<file path="src/rtl/router_pkg.sv">
// Shared types and constants for the 1x3 router control path.
// Contents: FSM state encoding, default port count, header address width.
// Imported by router_fsm; holds no logic of its own.
package router_pkg;

    // Header address field width; the router never decodes more than 2 bits.
    localparam int ADDR_W        = 2;
    localparam int NUM_PORTS_DEF = 3;

    // 3-bit binary encoding; every encoding is a named state, but the
    // next-state logic still falls back to DA on anything unexpected.
    typedef enum logic [2:0] {
        DA  = 3'd0,   // decode address (idle, waiting for header)
        LFD = 3'd1,   // load first data (header word)
        LD  = 3'd2,   // load payload
        LP  = 3'd3,   // load parity
        CPE = 3'd4,   // check parity error
        FFS = 3'd5,   // fifo full stall
        LAF = 3'd6,   // load after full
        WTE = 3'd7    // wait till destination fifo empty
    } state_t;

endpackage

</file>
<file path="src/rtl/router_fsm.sv">
// Purpose: Moore controller sequencing one packet at a time into the destination FIFOs.
// Latency: header accepted in DA -> lfd_state next cycle; min packet (1 payload byte) is 5 cycles.
// Backpressure: busy stalls the source in every state but DA/LD; full/drain handled via FFS/WTE.
// Ports: clock/resetn (async active-low); pkt_valid, data_in, fifo_full, fifo_empty,
//        soft_reset, parity_done, low_pkt_valid in; busy, detect_add, lfd_state,
//        ld_state, laf_state, full_state, write_enb_reg, rst_int_reg out.
module router_fsm
    import router_pkg::*;
#(
    parameter int NUM_PORTS = NUM_PORTS_DEF
) (
    input  logic                 clock,
    input  logic                 resetn,
    input  logic                 pkt_valid,
    input  logic [ADDR_W-1:0]    data_in,
    input  logic                 fifo_full,
    input  logic [NUM_PORTS-1:0] fifo_empty,
    input  logic [NUM_PORTS-1:0] soft_reset,
    input  logic                 parity_done,
    input  logic                 low_pkt_valid,
    output logic                 busy,
    output logic                 detect_add,
    output logic                 lfd_state,
    output logic                 ld_state,
    output logic                 laf_state,
    output logic                 full_state,
    output logic                 write_enb_reg,
    output logic                 rst_int_reg
);

    localparam int               SEL_N     = 1 << ADDR_W;
    localparam logic [ADDR_W:0]  PORTS_LIM = (ADDR_W + 1)'(NUM_PORTS);

    state_t              state_q;
    state_t              state_nxt;
    logic [ADDR_W-1:0]   addr_q;
    logic [SEL_N-1:0]    empty_pad;
    logic [SEL_N-1:0]    sreset_pad;
    logic                addr_ok;

    // Per-port flags zero-extended to the full address space so any 2-bit
    // address indexes a defined bit; unused ports read as not-empty/no-reset.
    always_comb begin
        empty_pad                   = '0;
        sreset_pad                  = '0;
        empty_pad[NUM_PORTS-1:0]    = fifo_empty;
        sreset_pad[NUM_PORTS-1:0]   = soft_reset;
    end

    // Headers addressing a non-existent port are dropped by staying in DA.
    assign addr_ok = ({1'b0, data_in} < PORTS_LIM);

    always_ff @(posedge clock or negedge resetn) begin
        if (!resetn) begin
            state_q <= DA;
            addr_q  <= '0;
        end else begin
            state_q <= state_nxt;
            // Latch the destination only on the cycle the header is accepted.
            if (state_q == DA && state_nxt != DA) begin
                addr_q <= data_in;
            end
        end
    end

    always_comb begin
        state_nxt = state_q;
        case (state_q)
            DA: begin
                if (pkt_valid && addr_ok) begin
                    state_nxt = empty_pad[data_in] ? LFD : WTE;
                end
            end
            LFD: state_nxt = LD;
            LD: begin
                // A full FIFO outranks end-of-packet: the last byte must wait.
                if (fifo_full) begin
                    state_nxt = FFS;
                end else if (!pkt_valid) begin
                    state_nxt = LP;
                end
            end
            FFS: begin
                if (!fifo_full) begin
                    state_nxt = LAF;
                end
            end
            LAF: begin
                // Parity already captured during the stall ends the packet outright.
                if (parity_done) begin
                    state_nxt = DA;
                end else if (low_pkt_valid) begin
                    state_nxt = LP;
                end else begin
                    state_nxt = LD;
                end
            end
            LP:  state_nxt = CPE;
            CPE: state_nxt = fifo_full ? FFS : DA;
            WTE: begin
                if (empty_pad[addr_q]) begin
                    state_nxt = LFD;
                end
            end
            default: state_nxt = DA;
        endcase

        // Timeout soft reset of the selected FIFO aborts the packet from any state.
        if (state_q != DA && sreset_pad[addr_q]) begin
            state_nxt = DA;
        end
    end

    // Moore outputs: pure decode of the state register.
    assign detect_add    = (state_q == DA);
    assign lfd_state     = (state_q == LFD);
    assign ld_state      = (state_q == LD);
    assign laf_state     = (state_q == LAF);
    assign full_state    = (state_q == FFS);
    assign rst_int_reg   = (state_q == CPE);
    assign write_enb_reg = (state_q == LD) || (state_q == LP) || (state_q == LAF);
    assign busy          = !((state_q == DA) || (state_q == LD));

endmodule

</file>
<file path="config.mk">
export PLATFORM = sky130hd
export DESIGN_NAME = router_fsm
export DESIGN_NICKNAME = d
export VERILOG_FILES = /design/src/rtl/router_pkg.sv /design/src/rtl/router_fsm.sv
export SDC_FILE = /design/constraint.sdc
export NUM_CORES = 1
export LEC_CHECK = 0
export CAP_MARGIN = 20
export CORE_AREA = 10 10 47 49
export DETAILED_ROUTE_END_ITERATION = 10
export DIE_AREA = 0 0 57 59
export DONT_BUFFER_PORTS = 1
export GPL_ROUTABILITY_DRIVEN = 1
export PLACE_DENSITY = 0.53
export SLEW_MARGIN = 0
export SYNTH_ARGS = -nofsm -noshare
export SYNTH_HDL_FRONTEND = slang
export SYNTH_SLANG_ARGS = --single-unit
</file>
<file path="constraint.sdc">
create_clock -name clock -period 1.9 [get_ports clock]
set_input_delay 0.475 -clock clock [delete_from_list [all_inputs] [get_ports clock]]
set_output_delay 0.475 -clock clock [all_outputs]
set_load 0.01 [all_outputs]
</file>
[Word level (Yosys, flattened, before mapping)]
Cells that the tools add are included.
Storage, ports and cells
  logic and storage cells: 39
  bits of input ports: 14
  bits in registers: 5
Cells by class
  $lt $le $gt $ge: 3
  reductions and logical operators: 10
  muxes and demuxes: 17
  eq/ne operators: 7
Operator list (count)
  3-bit 2-to-1 mux: 8
  3-bit one-hot mux with 8 select lines: 1
  3-bit equality test, second input constant: 4
  1-bit binary-select mux with 2-bit select: 3
  3-bit by 2-bit equality test with 1-bit output, second input constant: 2
  2-bit by 3-bit less-than comparator with 1-bit output, second input constant: 2
  3-bit nonzero test: 2
  1-bit 2-to-1 mux: 4
  3-bit by 1-bit equality test with 1-bit output, second input constant: 1
  1-bit logical AND: 3
  3-bit logical NOT: 1
  1-bit logical OR: 3
  2-bit less-than comparator, second input constant: 1
  2-bit 2-to-1 mux: 1
  1-bit logical NOT: 1

[Depth between registers and ports, before layout]
Gate-level depths: netlist of the first run.
  word-level depth: 8
  mapped depth: 5

[Worst setup path after synthesis of the first run]
No wires, ideal clock.
  path type: register -> register
  start: register state_q[0]
  end: register addr_q[0]
  stages on the path, launching flop included: 6
  path slack: 0.472 ns
  buffers on the path: 1
  required time: 1.775 ns
  arrival time: 1.303 ns
  clock period less this slack: 1.428 ns
  cells stage by stage: dfrtp_1 buf_6 nor3_4 nand2_2 a21o_1 mux2_4
Between the ends
  elaborated cells on any way between the ends: 19
RTL lines
  start, declared: RTL line router_fsm.sv:34  | state_t state_q;
  start signal, assigned: RTL line router_fsm.sv:58  | state_q <= state_nxt;
  3-bit logical NOT *
  via detect_add: RTL line router_fsm.sv:22  | output logic detect_add,
  3-bit one-hot mux with 8 select lines: RTL line router_fsm.sv:68  | case (state_q)
  3-bit 2-to-1 mux: RTL line router_fsm.sv:109  | if (state_q != DA && sreset_pad[addr_q]) begin
  3-bit nonzero test: RTL line router_fsm.sv:60  | if (state_q == DA && state_nxt != DA) begin
  1-bit logical AND *: RTL line router_fsm.sv:60
  end signal, assigned: RTL line router_fsm.sv:61  | addr_q <= data_in;
  end, declared: RTL line router_fsm.sv:36  | logic [ADDR_W-1:0] addr_q;
The timed path passes the listed nets; every way through them passes the cells marked *.
A chain may end at the register's enable or synchronous reset.

[Final worst setup path of the first run]
  start: register state_q[1]
  end: register addr_q[1]
Same word-level chain as after synthesis.

==> results.tsv, run 1 <==
stage	metric	value	unit
run_status	status	finished, final reports clean	
grt	global-route wire length before repair	2020	um
logic_synthesis	asr flop ratio synth	1.00	
floorplanning	Ports	22	
grt	GRT Total Usage	0.0774	
cells_and_area	layout cells sized above 1	0.296	
grt	vias in the first global route	415	
logic_synthesis	sequential-to-total area share from yosys stat	0.276	
drt	post-route ant nets	0	
place	dpl hpwl	1000	um
min_path	worst min path class	primary input to flip-flop	
logic_synthesis	share of the synthesized area in the top cell type	0.276	
clocking	TritonCTS clock tree	built	
timing	Slew HR	0.733	
floorplanning	Starting Density	0.323	
logic_synthesis	Post-Syn Nets	65	
timing	Final period util	0.886	
clocking	CTS max path bufs	2	
setup_path	crit-path cells	nor3_4 > nand2_2 > a21o_1 > mux2_4	
cells_and_area	Final Util	0.357	
job	Max Cap Viol	0	
power_and_ir_drop	maximum vdd drop	0.850	mV
power_and_ir_drop	PD cells	1730	nW/um2
timing	number of hold violations in the final report	0	
timing	Achievable Freq	594	MHz
logic_synthesis	Synth Register Bits	5	
logic_synthesis	top cells by area in the synthesized netlist	dfrtp_1 28%, mux2_4 9.9%, nor2_1 5.8%, mux2i_1 4.4%, nor3_4 3.6%	
floorplanning	die area	3360	um2
clocking	CTS buffer count	3	
clocking	Worst-path clk slew	0.04	ns
place	port bufs	0	
timing	RSZ-0062 raised after global routing	no	
logic_synthesis	Syn Area/Cell	8.88	um2
logic_synthesis	top-count cell post-synth	nor2_1	
drt	Via Count	374	
timing	skew final	0.00138	ns
grt	initial antenna violation count	0	
timing	Slew @ Worst Pin	0.400	ns
setup_path	Crit path required time	2.03	ns
setup_path	crit-path max cell delay	0.51	ns
floorplanning	row cnt	14	
setup_path	Crit-path slowest cell	dfrtp_1	
drt	Post-route DRC	0	
setup_path	CP max FO	11	
logic_synthesis	top_reg_cell synth	dfrtp_1	
floorplanning	die width	57	um
cells_and_area	# diodes	0	
logic_synthesis	Synth Warn #	0	
logic_synthesis	Synth area leader	dfrtp_1	
cells_and_area	P&R area growth vs syn	10.5	%
floorplanning	die height	59	um
drt	DR vias/cell	5.34	
timing	Final TNS setup	0	ns
setup_path	startpoint types	flip-flop	
cells_and_area	Total Nets Final	69	
clocking	clk root buf	clkbuf_4	
drt	Total Wirelength	1230	um
floorplanning	Placeable Area	1400	um2
timing	# setup viols final	0	
clocking	clock sink count	5	
grt	GRT overflow	0	
setup_path	crit path DAT	1.81	ns
logic_synthesis	top cells by count, synth	7 x nor2_1, 5 x dfrtp_1, 4 x inv_1	
drt	routed wire length per instance	17.5	um
logic_synthesis	Yosys cell types	30	
clocking	worst skew pair latency	0.24	ns
timing	Final min period	1.68	ns
drt	Pre-antenna DRT Iters	3	
timing	fin. max-slew vios	0	
setup_path	register-to-register setup slack	0.22	ns
clocking	Post CTS Setup Buffer Count	0	
logic_synthesis	EDFF count, synth	0	
power_and_ir_drop	Leak	0.000223	uW
place	GP Congestion	0.771	
setup_path	Crit. End Element	flip-flop	
clocking	H-tree Lvls	1	
drt	Initial DRC Count	3	
grt	largest net degree at the start of global routing	12	
logic_synthesis	cell area after synthesis	453	um2
setup_path	Crit Path Class	flip-flop to flip-flop	
logic_synthesis	cell count after synthesis	51	
==> final timing paths <==
kind,start,end,cells past startpoint
setup / recovery,state_q[1],addr_q[1],4
hold / removal,data_in[0],addr_q[0],1
setup reg to reg,state_q[1],addr_q[1],4
hold reg to reg,addr_q[0],addr_q[0],1
max in group asynchronous,resetn,state_q[2],1
min in group asynchronous,resetn,addr_q[0],1
==> through the flow <==
step | setup WS, ns | instances | hold WS [ns] | area, um2 | power [uW]
after detailed placement | 0.223 | 65 | 0.180 | 459 | 741
after CTS | 0.0691 | 70 | 0.371 | 495 | 876
final | 0.217 | 70 | 0.380 | 500 | 865
after floorplan | 0.472 | 51 | 0.179 | 453 | 665
after global routing | 0.112 | 70 | 0.367 | 500 | 953
after global placement | 0.292 | 65 | 0.180 | 459 | 732
==> critical path: cells and delay by family, from the launching register on <==
family          cells  cell delay, ns
compound gates      1            0.23
flops               1            0.51
mux                 1            0.31
simple gates        2            0.50
==> area by class of cell <==
cell class	instances	area, um2
Clock buffer	4	26.3
Fill cell	157	901
Inverter	4	15.0
Tap cell	16	20.0
Sequential cell	5	125
Multi-Input combinational cell	39	297
Timing Repair Buffer	2	17.5
==> where the power goes <==
group	switching, uW	internal [uW]	leakage [uW]	total (uW)
Combinational	240	232	0.000147	472
Sequential	109	159	0.0000614	269
Clock	44.6	79.5	0.0000150	124
Total	394	471	0.000223	865
==> repair_timing <==
action	4_1_cts	5_1_grt
hold buffers	1	0
gates resized for setup	0	1
endpoints found under the setup margin	0	1
hold endpoints to repair	5	0
==> cell families after synthesis <==
logic type      Yosys count  synth area share
compound gates           14             0.246
simple gates             19             0.229
flops                     5             0.276
buf+inv                   7            0.0801
mux                       6             0.169
==> layer usage <==
metal  track usage  vias to the layer above  routed length [um]
met5             0                        -                   0
met4        0.0403                        0                  23
met3        0.0601                        2                 198
met2        0.0977                       24                 470
met1        0.0905                      161                 533
li1              -                      187                   -
==> state kept, by name, summed over array words and instances (netlist names) <==
register and cells:
addr_q 2, state_q 3
==> cell usage in the layout, fill, tap and decap left out, types with 2 or more instances in the layout <==
cell type / n
nor2_1: 7
dfrtp_1: 5
inv_1: 4
nand2_1: 3
mux2_4: 3
clkbuf_4: 3
a21oi_1: 2
mux2i_1: 2
o21a_1: 2
Power figures use the tool's default switching activity.
==> run 2, diff against run 1 <==
Settings changed: CELL_PAD_IN_SITES_DETAIL_PLACEMENT set to 1, CELL_PAD_IN_SITES_GLOBAL_PLACEMENT set to 1, PLACE_DENSITY 0.53 to 0.68.
==> results.tsv, run 2 (synthesis gave the netlist of run 1 again) <==
stage	metric	value	unit	change
run_status	status	finished, final reports clean		
timing	fin. max-slew vios	0		unchanged
clocking	worst skew pair latency	0.26	ns	+0.02 ns
setup_path	crit-path cells	inv_1 > nor3_2		
floorplanning	Starting Density	0.323		unchanged
cells_and_area	Total Nets Final	69		unchanged
cells_and_area	post-route insts no fill	70		unchanged
cells_and_area	layout cells sized above 1	0.333		+0.0370
job	Max Cap Viol	0		unchanged
cells_and_area	most common cell after layout, fill and taps aside	nor2_1		
cells_and_area	most frequent cells in the layout	7 x nor2_1, 4 x inv_1, 4 x dfrtp_1		
clocking	CTS max path bufs	2		unchanged
place	cell area after placement	459	um2	unchanged
cells_and_area	Largest regs	state_q (3), addr_q (2)		
place	GP Congestion	0.701		-9.2%
power_and_ir_drop	Leak	0.000225	uW	+0.64%
floorplanning	Ports	22		unchanged
setup_path	CP Buf/Inv Count	1		+1
timing	Final min period	1.69	ns	+0.00681 ns
grt	GR Layer Usage met1	0.0803		-0.0101
clocking	Worst-path clk slew	0.06	ns	+0.02 ns
drt	Initial DRC Count	5		+2
setup_path	crit path DAT	1.21	ns	-0.60 ns
timing	RSZ-0062 raised after global routing	no		
min_path	WHS Path Cells	1		unchanged
grt	largest net degree at the start of global routing	17		+5
clocking	TritonCTS clock tree	built		
grt	GRT busiest layer	met2		
drt	post-route ant nets	0		unchanged
floorplanning	die area	3360	um2	unchanged
drt	DR vias/cell	5.56		+4.0%
drt	Post-route DRC	0		unchanged
clocking	H-tree Lvls	1		unchanged
drt	Via Count	389		+4.0%
cells_and_area	Multi-input gate area	297	um2	unchanged
setup_path	Critical R2R Launch	state_q[1]		
grt	global-route wire length before repair	2010	um	-0.69%
floorplanning	row cnt	14		unchanged
timing	number of hold violations in the final report	0		unchanged
grt	met3 Use GR	0.0579		-0.00215
drt	Pre-antenna DRT Iters	3		unchanged
clocking	CTS buffer count	3		unchanged
floorplanning	die width	57	um	unchanged
cells_and_area	max reg flops	3		unchanged
grt	initial antenna violation count	0		unchanged
clocking	clock sink count	5		unchanged
timing	Slew HR	0.745		+0.0122
cells_and_area	sequential cell area	126	um2	+1.0%
power_and_ir_drop	maximum vdd drop	0.602	mV	-29%
clocking	Post CTS Setup Buffer Count	0		unchanged
cells_and_area	largest reg by FF count	state_q		
min_path	worst min path class	primary input to flip-flop		
timing	Final TNS setup	0	ns	unchanged
power_and_ir_drop	PD cells	1740	nW/um2	+0.64%
setup_path	CP max FO	9		-2
place	dpl hpwl	1020	um	+1.7%
setup_path	Worst R2R End	addr_q[1]		
place	placed cells	65		unchanged
setup_path	crit-path max cell delay	0.51	ns	about the same
setup_path	Crit. End Element	output pin		
place	port bufs	0		unchanged
setup_path	Worst path top cell family by delay	flip-flops		
min_path	Hold Path End	addr_q[0]		
setup_path	register-to-register setup slack	0.37	ns	+0.15 ns
timing	Slew @ Worst Pin	0.382	ns	-0.0183 ns
cells_and_area	Design Area, Final	503	um2	+0.50%
timing	# setup viols final	0		unchanged
clocking	clk root buf	clkbuf_4		
timing	skew final	0.00911	ns	+0.00773 ns
setup_path	Crit path required time	1.42	ns	-0.61 ns
floorplanning	die height	59	um	unchanged
setup_path	R2R depth	4		unchanged
grt	GRT Total Usage	0.0755		-0.00190
grt	vias in the first global route	419		+0.96%
grt	GRT overflow	0		unchanged
timing	Achievable Freq	592	MHz	-0.40%
floorplanning	Placeable Area	1400	um2	unchanged
cells_and_area	# diodes	0		unchanged
setup_path	Crit-path slowest cell	dfrtp_1		
timing	Final period util	0.889		+0.00358
min_path	hold wc startpoint	data_in[0]		
cells_and_area	fill count	175		+11%
cells_and_area	P&R area growth vs syn	11.0	%	
setup_path	Crit Path Class	flip-flop to output pin		
drt	Total Wirelength	1250	um	+2.3%
setup_path	startpoint types	flip-flop		
grt	routing usage on met2	0.105		+0.00775
drt	routed wire length per instance	17.9	um	+2.3%
run 2: changes by cell type in the layout (fill, tap and decap cells not counted):
cell / before / now
dfrtp_2: 0 / 1
dfrtp_1: 5 / 4
clkinv_2: 0 / 1
clkbuf_1: 1 / 0
run 2: worst max-delay path by stage:
stage | slack (ns) | endpoint | cells after the start | start
after global routing | 0.1 | ld_state | 3 | state_q[0]
after CTS | 0.05 | lfd_state | 2 | state_q[0]
after detailed placement | 0.33 | lfd_state | 2 | state_q[0]
final | 0.21 | lfd_state | 2 | state_q[0]
after global placement | 0.37 | lfd_state | 2 | state_q[0]
after floorplan | 0.47 | addr_q[0] | 5 | state_q[0]
run 2: area by class of cell:
type	instances	area share
clock buffer	3	0.0448
clock inverter	1	0.00995
inverter	4	0.0299
multi-input combinational	39	0.590
sequential	5	0.251
tap	16	0.0398
timing repair buffer	2	0.0348
run 2: layer usage:
layer	wire, um	up-vias
met1	530	181
met3	166	2
met4	16	0
li1	-	189
met5	0	-
met2	540	17
run 2: timing repair:
item	in CTS	in global routing
resized for setup	0	2
hold buffers	1	0
setup endpoints to repair	0	1
endpoints found under the hold margin	5	0
run 2: metrics by stage:
stage                     hold WS, ns  power (uW)  utilization  setup slack (ns)
after floorplan                 0.179         665            -             0.472
after global placement          0.180         737        0.328             0.370
after detailed placement        0.180         743        0.328             0.332
after CTS                       0.359         883        0.354            0.0534
after global routing            0.356         958        0.359            0.0976
final                           0.364         875        0.359             0.210
run 2: report_power, final:
group          leakage [uW]  internal, uW  switching (uW)  total (uW)
clock network     0.0000177          76.9            56.1         133
registers         0.0000602           161             124         285
logic              0.000147           236             220         457
total              0.000225           474             401         875
==> run 3, diff against run 2 <==
Settings changed: MAX_ROUTING_LAYER set to met4.
==> results.tsv, run 3 (synthesis gave the netlist of run 1 again) <==
stage	metric	value	unit	change
floorplanning	die area	3360	um2	unchanged
cells_and_area	most common cell after layout, fill and taps aside	nor2_1		
drt	Pre-antenna DRT Iters	3		unchanged
drt	DR vias/cell	5.53		-0.51%
drt	Initial DRC Count	2		-3
setup_path	register-to-register setup slack	0.37	ns	about the same
power_and_ir_drop	maximum vdd drop	0.601	mV	-0.15%
drt	Via Count	387		-0.51%
timing	number of hold violations in the final report	0		unchanged
floorplanning	Ports	22		unchanged
place	GP Congestion	0.708		+1.1%
grt	global-route wire length before repair	2030	um	+1.0%
cells_and_area	layout cells sized above 1	0.333		unchanged
clocking	CTS buffer count	3		unchanged
drt	post-route ant nets	0		unchanged
job	Max Cap Viol	0		unchanged
setup_path	Worst R2R End	addr_q[1]		
place	port bufs	0		unchanged
cells_and_area	Largest regs	state_q (3), addr_q (2)		
timing	Slew HR	0.747		+0.00211
setup_path	Crit Path Class	flip-flop to output pin		
floorplanning	die width	57	um	unchanged
clocking	Worst-path clk slew	0.06	ns	about the same
setup_path	Crit-path slowest cell	dfrtp_1		
grt	vias in the first global route	416		-0.72%
setup_path	Critical R2R Launch	state_q[1]		
clocking	CTS max path bufs	2		unchanged
grt	initial antenna violation count	0		unchanged
run_status	status	finished, final reports clean		
power_and_ir_drop	Leak	0.000225	uW	unchanged
clocking	clock sink count	5		unchanged
min_path	WHS Path Cells	1		unchanged
timing	slack of the critical path	0.200	ns	-0.0100 ns
timing	RSZ-0062 raised after global routing	no		
clocking	H-tree Lvls	1		unchanged
drt	Total Wirelength	1260	um	+0.40%
timing	Final period util	0.895		+0.00527
place	dpl hpwl	1020	um	unchanged
cells_and_area	most frequent cells in the layout	7 x nor2_1, 4 x inv_1, 4 x dfrtp_1		
clocking	clk root buf	clkbuf_4		
drt	Post-route DRC	0		unchanged
cells_and_area	# diodes	0		unchanged
grt	GRT Total Usage	0.0780		+0.00257
min_path	worst min path class	primary input to flip-flop		
clocking	worst skew pair latency	0.26	ns	about the same
timing	Final min period	1.70	ns	+0.0100 ns
floorplanning	die height	59	um	unchanged
floorplanning	row cnt	14		unchanged
timing	Slew @ Worst Pin	0.379	ns	-0.00317 ns
timing	Achievable Freq	588	MHz	-0.59%
floorplanning	Starting Density	0.323		unchanged
cells_and_area	max reg flops	3		unchanged
timing	Final TNS setup	0	ns	unchanged
place	pre-CTS worst setup slack	0.332	ns	unchanged
min_path	Hold Path End	addr_q[0]		
setup_path	R2R depth	4		unchanged
drt	routed wire length per instance	18.0	um	+0.40%
setup_path	Crit. End Element	output pin		
grt	GRT overflow	0		unchanged
cells_and_area	largest reg by FF count	state_q		
timing	fin. max-slew vios	0		unchanged
grt	largest net degree at the start of global routing	17		unchanged
setup_path	crit path DAT	1.22	ns	about the same
setup_path	startpoint types	flip-flop		
clocking	Post CTS Setup Buffer Count	0		unchanged
setup_path	crit-path cells	inv_1 > nand2_1 > nor2_1		
min_path	hold wc startpoint	data_in[0]		
power_and_ir_drop	PD cells	1740	nW/um2	+0.10%
clocking	TritonCTS clock tree	built		
cells_and_area	Total Nets Final	69		unchanged
timing	# setup viols final	0		unchanged
cells_and_area	P&R area growth vs syn	11.0	%	unchanged
floorplanning	Placeable Area	1400	um2	unchanged
setup_path	Crit path required time	1.42	ns	about the same
setup_path	CP max FO	9		unchanged
timing	skew final	0.00897	ns	-0.000140 ns
setup_path	crit-path max cell delay	0.48	ns	-0.03 ns
[run 3: cell counts in the layout (fill, tap and decap cells not counted)]
No cell type changed its count.
[run 3: worst max-delay path by stage]
| stage | start | end | slack (ns) | cells past startpoint |
|---|---|---|---|---|
| final | state_q[0] | ld_state | 0.20 | 3 |
| after CTS | state_q[0] | lfd_state | 0.05 | 2 |
| after detailed placement | state_q[0] | lfd_state | 0.33 | 2 |
| after global placement | state_q[0] | lfd_state | 0.37 | 2 |
| after floorplan | state_q[0] | addr_q[0] | 0.47 | 5 |
| after global routing | state_q[0] | lfd_state | 0.09 | 2 |
[run 3: through the flow]
stage	cells	cell area, um2	hold WS (ns)	power [uW]	utilization
final	70	503	0.364	876	0.359
after global routing	70	503	0.356	958	0.359
after detailed placement	65	459	0.180	743	0.328
after floorplan	51	453	0.179	665	-
after CTS	70	497	0.359	883	0.354
after global placement	65	459	0.180	737	0.328
[run 3: layout make-up]
cell class | instances | area (um2)
Clock buffer | 3 | 22.5
Timing Repair Buffer | 2 | 17.5
Clock inverter | 1 | 5.00
Tap cell | 16 | 20.0
Inverter | 4 | 15.0
Multi-Input combinational cell | 39 | 297
Fill cell | 175 | 898
Sequential cell | 5 | 126
[run 3: report_power, final]
group          internal, uW  switching [uW]  total [uW]
Clock                  76.9            55.9         133
Sequential              161             125         286
Combinational           236             221         457
Total                   474             402         876
[run 3: timing repair]
item | 4_1_cts | 5_1_grt
hold buffers | 1 | 0
endpoints found under the setup margin | 0 | 1
hold endpoints to repair | 5 | 0
resized for setup | 0 | 2
[run 3: metal layers]
metal	part of all wire	wire length, um	GRT usage	vias up
met5	0	0	-	-
met2	0.43	538	0.105	17
li1	-	-	-	189
met4	0.013	16	0.0403	0
met3	0.098	124	0.0451	2
met1	0.46	580	0.0887	179
[run 3: critical path, delay by kind of cell (launching register included)]
family | cells | cell delay, ns
simple gates | 2 | 0.32
flops | 1 | 0.48
buf+inv | 1 | 0.17
